## src/rtl/inst_fetch.sv

```systemverilog
// Instruction-fetch stage: owns the PC, streams sequential imem reads into a small
// fetch FIFO, and flushes wrong-path words on redirects. Define IF_PERF_CNT_EN for perf counters.
module inst_fetch #(
  parameter logic [31:0] RESET_PC   = 32'h0000_0000,
  parameter int          FIFO_DEPTH = 2
) (
  input  logic        clk,
  input  logic        rst,
  output logic        imem_req,
  output logic [31:0] imem_addr,
  input  logic        imem_rvalid,
  input  logic [31:0] imem_rdata,
  output logic        if_valid,
  output logic [31:0] if_inst,
  output logic [31:0] if_pc,
  input  logic        id_ready,
  input  logic        id_jmp_vld,
  input  logic [31:0] id_jmp_addr,
  input  logic        ex_jmp_vld,
  input  logic [31:0] ex_jmp_addr
`ifdef IF_PERF_CNT_EN
  ,
  output logic [31:0] perf_fetch_cnt,
  output logic [31:0] perf_flush_cnt
`endif
);

  localparam int          AW      = (FIFO_DEPTH > 2) ? $clog2(FIFO_DEPTH) : 1;
  localparam int          CW      = AW + 1;
  localparam int          OW      = CW + 1;
  localparam logic [31:0] NOP     = 32'h0000_0013;
  localparam logic [OW-1:0] DEPTH_W = OW'(FIFO_DEPTH);

  typedef enum logic [1:0] {
    S_BOOT = 2'd0,
    S_RUN  = 2'd1,
    S_DROP = 2'd2
  } state_t;

  state_t          state_q, state_d;
  logic [31:0]     pc_q, pc_d;
  logic            req_q;
  logic [31:0]     req_pc_q;
  logic [AW-1:0]   rd_ptr_q, rd_ptr_d;
  logic [AW-1:0]   wr_ptr_q, wr_ptr_d;
  logic [CW-1:0]   cnt_q, cnt_d;
  logic [31:0]     last_pc_q;
  logic [31:0]     inst_mem_q [FIFO_DEPTH];
  logic [31:0]     pc_mem_q   [FIFO_DEPTH];

  logic            fifo_empty;
  logic            pop;
  logic            push;
  logic            redirect;
  logic [31:0]     target_raw;
  logic [31:0]     target;
  logic [OW-1:0]   occ;

  always_comb begin
    fifo_empty = (cnt_q == '0);
    pop        = !fifo_empty && id_ready;
    redirect   = ex_jmp_vld || (id_jmp_vld && pop);
    target_raw = ex_jmp_vld ? ex_jmp_addr : id_jmp_addr;
    target     = {target_raw[31:2], 2'b00};
    // The response already on the bus still needs a slot, so it counts against capacity.
    occ        = {1'b0, cnt_q} - OW'(pop) + OW'(req_q);
    imem_req   = (state_q != S_BOOT) && (occ < DEPTH_W);
    imem_addr  = pc_q;
    // S_DROP's response and any response landing in a redirect cycle are wrong-path.
    push       = imem_rvalid && (state_q == S_RUN) && !redirect;
  end

  always_comb begin
    state_d  = state_q;
    pc_d     = pc_q;
    rd_ptr_d = rd_ptr_q;
    wr_ptr_d = wr_ptr_q;
    cnt_d    = cnt_q;
    case (state_q)
      S_BOOT: state_d = S_RUN;
      S_RUN,
      S_DROP: begin
        if (redirect) begin
          state_d = imem_req ? S_DROP : S_RUN;
          pc_d    = target;
        end else begin
          state_d = S_RUN;
          if (imem_req) pc_d = pc_q + 32'd4;
        end
      end
      default: state_d = S_BOOT;
    endcase
    if (redirect) begin
      rd_ptr_d = '0;
      wr_ptr_d = '0;
      cnt_d    = '0;
    end else begin
      if (push) wr_ptr_d = wr_ptr_q + AW'(1);
      if (pop)  rd_ptr_d = rd_ptr_q + AW'(1);
      cnt_d = cnt_q + CW'(push) - CW'(pop);
    end
  end

  // Stage boundary: control state, PC and FIFO pointers
  always_ff @(posedge clk) begin
    if (rst) begin
      state_q   <= S_BOOT;
      pc_q      <= RESET_PC;
      req_q     <= 1'b0;
      rd_ptr_q  <= '0;
      wr_ptr_q  <= '0;
      cnt_q     <= '0;
      last_pc_q <= 32'h0000_0000;
    end else begin
      state_q  <= state_d;
      pc_q     <= pc_d;
      req_q    <= imem_req;
      rd_ptr_q <= rd_ptr_d;
      wr_ptr_q <= wr_ptr_d;
      cnt_q    <= cnt_d;
      if (!fifo_empty) last_pc_q <= pc_mem_q[rd_ptr_q];
    end
  end

  // Stage boundary: request address capture and FIFO storage (data only, no reset)
  always_ff @(posedge clk) begin
    if (imem_req) req_pc_q <= pc_q;
    if (push) begin
      inst_mem_q[wr_ptr_q] <= imem_rdata;
      pc_mem_q[wr_ptr_q]   <= req_pc_q;
    end
  end

  always_comb begin
    if_valid = !fifo_empty;
    if_inst  = fifo_empty ? NOP : inst_mem_q[rd_ptr_q];
    if_pc    = fifo_empty ? last_pc_q : pc_mem_q[rd_ptr_q];
  end

`ifdef IF_PERF_CNT_EN
  function automatic logic [31:0] sat_add(input logic [31:0] a, input logic [31:0] b);
    logic [32:0] s;
    s = {1'b0, a} + {1'b0, b};
    return s[32] ? 32'hFFFF_FFFF : s[31:0];
  endfunction

  logic        rsp_drop;
  logic [31:0] flush_inc;
  logic [31:0] fetch_cnt_q;
  logic [31:0] flush_cnt_q;

  always_comb begin
    rsp_drop  = imem_rvalid && ((state_q == S_DROP) || ((state_q == S_RUN) && redirect));
    flush_inc = (redirect ? (32'(cnt_q) - 32'(pop)) : 32'd0) + 32'(rsp_drop);
  end

  // Stage boundary: performance counters
  always_ff @(posedge clk) begin
    if (rst) begin
      fetch_cnt_q <= 32'd0;
      flush_cnt_q <= 32'd0;
    end else begin
      fetch_cnt_q <= sat_add(fetch_cnt_q, 32'(pop));
      flush_cnt_q <= sat_add(flush_cnt_q, flush_inc);
    end
  end

  assign perf_fetch_cnt = fetch_cnt_q;
  assign perf_flush_cnt = flush_cnt_q;
`endif

endmodule

```

## config.mk

```make
export PLATFORM = sky130hd
export DESIGN_NAME = inst_fetch
export DESIGN_NICKNAME = d
export VERILOG_FILES = /design/src/rtl/inst_fetch.sv
export SDC_FILE = /design/constraint.sdc
export NUM_CORES = 1
export LEC_CHECK = 0
export BUFFER_PORTS_ARGS = -buffer_cell sky130_fd_sc_hd__buf_4
export CAP_MARGIN = 20
export CORE_MARGIN = 10
export CORE_UTILIZATION = 58
export DETAILED_ROUTE_END_ITERATION = 16
export HOLD_SLACK_MARGIN = 0.08
export PLACE_DENSITY = 0.84
export SYNTH_ARGS = -nofsm -noshare
export SYNTH_HDL_FRONTEND = slang
export SYNTH_SLANG_ARGS = --single-unit
export TNS_END_PERCENT = 30
```

## constraint.sdc

```tcl
create_clock -name clk -period 19.3 [get_ports clk]
set_input_delay 1.93 -clock clk [delete_from_list [all_inputs] [get_ports clk]]
set_output_delay 1.93 -clock clk [all_outputs]
set_load 0.01 [all_outputs]
```

==> impl_metrics.toml <==
[status]
outcome = "finished clean"

[global_routing]
track_usage = 0.2006
grt_pass1_wl_mm = 35.13
antenna_found_initial = 0
grt_pass1_vias = 6554
grt_max_degree = 93
grt_overflow = 0

[cts]
clkLatencyLatePin_ns = 0.49
cts_tree = "built"
clockRootBuffer = "clkbuf_16"
post_cts_buffers = 0
clk_pin_slew_ns = 0.06
cts-hold-fix-buffers = 0
h-tree-depth = 1
clockBufferDepth = 3
cts.sinks = 224
post_cts_resized = 0
cts_buffers = 23

[routing]
drc = 0
drt-met1-wl_mm = 9.020
post_drt_wl_per_cell_um = 19.44
dr_total_vias = 6546
first_pass_iters = 5
drt-total-wl_mm = 22.30
dr.max_layer_used = "met4"
wl_met3_mm = 1.730
dr_wl_met2_mm = 11.03
vias_per_cell = 5.707
ant_nets = 0
drt_iter0_drc = 570

[floorplan]
die_area_sq_um = 21320
start_util = 0.5862
chipWidth_um = 146.0
die_h_um = 146.0
core_area_sq_um = 15710
num_rows = 46
ios = 200

[finish]
nets = 1023
syn_to_final_growth_pct = 25.07
fin_cells = 1147
drive_above_1_share = 0.2750
antenna_cells = 0
final_cell_area_sq_um = 11520

[sta]
tightest_slew_ns = 1.139
worst_clock_skew_ns = 0.01588
setup_tns_ns = 0
relSlewSlack = 0.2406
fmax_mhz = 185.3
layout_min_cycle_time_ns = 5.397
setup_ws_ns = 13.90
period_share = 0.2796
finalHoldViolations = 0
setup_viol = 0
rsz0062_at_grt = "no"
slew_violations = 0

[yosys]
yosys.cell_types.count = 67
synthArstFlopShare = 0
synth_enable_flop_cells = 154
netlist_instances = 732
synth.avg_cell_area_sq_um = 12.58
synth-main-ff-cell = "edfxtp_1"
ys_seq_area_frac = 0.6542
synth_area_sq_um = 9211
yosys_warnings = 0
ys_ff_latch = 224

[power]
p_leak_nw = 4.243
power_w = 0.001096
p_per_area_nw_per_um2 = 95.17
peakVddDrop_mv = 0.06790

[place]
dp_hpwl_mm = 14.56
place_area_sq_um = 10800
place.port_buffers = 193
dp.cells = 1105
place_ws_ns = 13.91
place_congestion = 0.8667

[worst_setup_path]
critical_path_peak_fanout = 5
cpLargestDelayFamily = "adder cells"
cpMostUsedCell = "buf_4"
critPathSlowestCell = "fa_1"
start_kind = "input port"
max_stage_delay_ns = 0.43
required_ns = 17.37
crit_buf_inv = 2
path_cells = "buf_4 > nand2_1 > nor2_1 > o21ai_0 > fa_1 > xor2_1 > nor2_4 > buf_4"
path_class = "input port to primary output"
arrival_ns = 3.47
worst_setup_path_end_kind = "primary output"

[flow_run]
max_cap_violations = 0

[min_path]
worst_hold_path_type = "flip-flop to flip-flop"
-- cell usage in the layout, fill, tap and decap left out, types with 4 or more instances in the layout --
master	count
nor3_1	15
o31a_1	4
a22o_1	5
inv_1	9
o32ai_1	4
nor2b_1	36
nand4_1	5
o221ai_1	6
clkinv_2	7
edfxtp_1	154
a22oi_1	8
a31oi_1	12
nand2_1	55
o211ai_1	7
nor4_1	4
nor2_1	59
a21oi_1	24
and3_1	6
dfxtp_1	69
buf_4	201
clkbuf_16	23
mux2i_1	67
o22ai_1	5
nand3_1	10
ha_1	5
o21ai_0	54
xor2_1	4
-- layout make-up --
| cell class | instances | area (sq um) |
|---|---|---|
| Clock buffer | 26 | 586.8 |
| Clock inverter | 15 | 131.4 |
| Fill cell | 1065 | 4192 |
| Inverter | 9 | 33.78 |
| Multi-Input combinational cell | 456 | 2960 |
| Sequential cell | 224 | 6030 |
| Tap cell | 216 | 270.3 |
| Timing Repair Buffer | 201 | 1509 |
-- metal layers --
metal / track usage / up-vias
met5: 0 / -
met4: 0.05856 / 0
met3: 0.04110 / 41
met2: 0.3419 / 281
met1: 0.2537 / 3114
li1: - / 3110
-- power by group --
| part | total [W] | leakage [nW] | internal (W) | switching [W] |
|---|---|---|---|---|
| combinational | 0.000108 | 1.89 | 0.0000488 | 0.0000592 |
| sequential | 0.000571 | 2.00 | 0.000547 | 0.0000240 |
| clock | 0.000418 | 0.356 | 0.000246 | 0.000172 |
| total | 0.00110 | 4.24 | 0.000841 | 0.000255 |
-- cell families (layout without fill, tap and decap cells) --
kind of cell	after synthesis	in the layout	share of synthesized area
other cells	1	2	0.0004071
compound gates	156	156	0.1102
mux	68	68	0.07403
simple gates	217	217	0.1184
fa+ha+maj	6	6	0.008965
buf+inv	53	251	0.02716
flops	224	224	0.6542
xor+xnor	7	7	0.006656
-- registers in the layout, summed over array words and instances, names as in the netlist, named ones only --
signal / flops
rd_ptr_q: 1
wr_ptr_q: 1
inst_mem_q: 64
req_pc_q: 30
cnt_q: 2
state_q: 2
pc_mem_q: 60
last_pc_q: 32
req_q: 1
imem_addr: 30
-- Yosys cell counts, types with 3 or more instances --
library cell,count,share of area
edfxtp_1,154,0.50
dfxtp_1,70,0.15
mux2i_1,67,0.073
nor2_1,61,0.025
nand2_1,55,0.022
o21ai_0,54,0.029
nor2b_1,36,0.024
a21oi_1,24,0.013
clkbuf_1,23,0.0094
nor3_1,16,0.0087
a31oi_1,12,0.0081
buf_2,11,0.0060
nand3_1,10,0.0054
inv_1,9,0.0037
a22oi_1,8,0.0065
o211ai_1,7,0.0057
and3_1,6,0.0041
o221ai_1,6,0.0057
a22o_1,5,0.0048
ha_1,5,0.0068
nand4_1,5,0.0034
o22ai_1,5,0.0034
and2_1,4,0.0027
buf_1,4,0.0016
nor4_1,4,0.0027
o31a_1,4,0.0038
o32ai_1,4,0.0038
xor2_1,4,0.0038
nand2b_1,3,0.0020
nor3b_1,3,0.0024
o21ai_1,3,0.0016
xnor2_1,3,0.0029
-- final timing paths --
path	from	to	slack, ns	depth (start not counted)
min	req_pc_q[12]	pc_mem_q[0][12]	0.45	0
max	id_ready	imem_req	13.90	8
max reg2reg	cnt_q[1]	imem_addr[24]	15.81	10
min reg2reg	req_pc_q[12]	pc_mem_q[0][12]	0.45	0
-- stage by stage --
step	utilization	hold slack, ns
after detailed placement	0.6871	0.4304
after global placement	0.6871	0.4226
after global routing	0.7332	0.4558
after CTS	0.7328	0.4461
final	0.7332	0.4457
after floorplan	-	0.4215
Power figures use the tool's default switching activity.
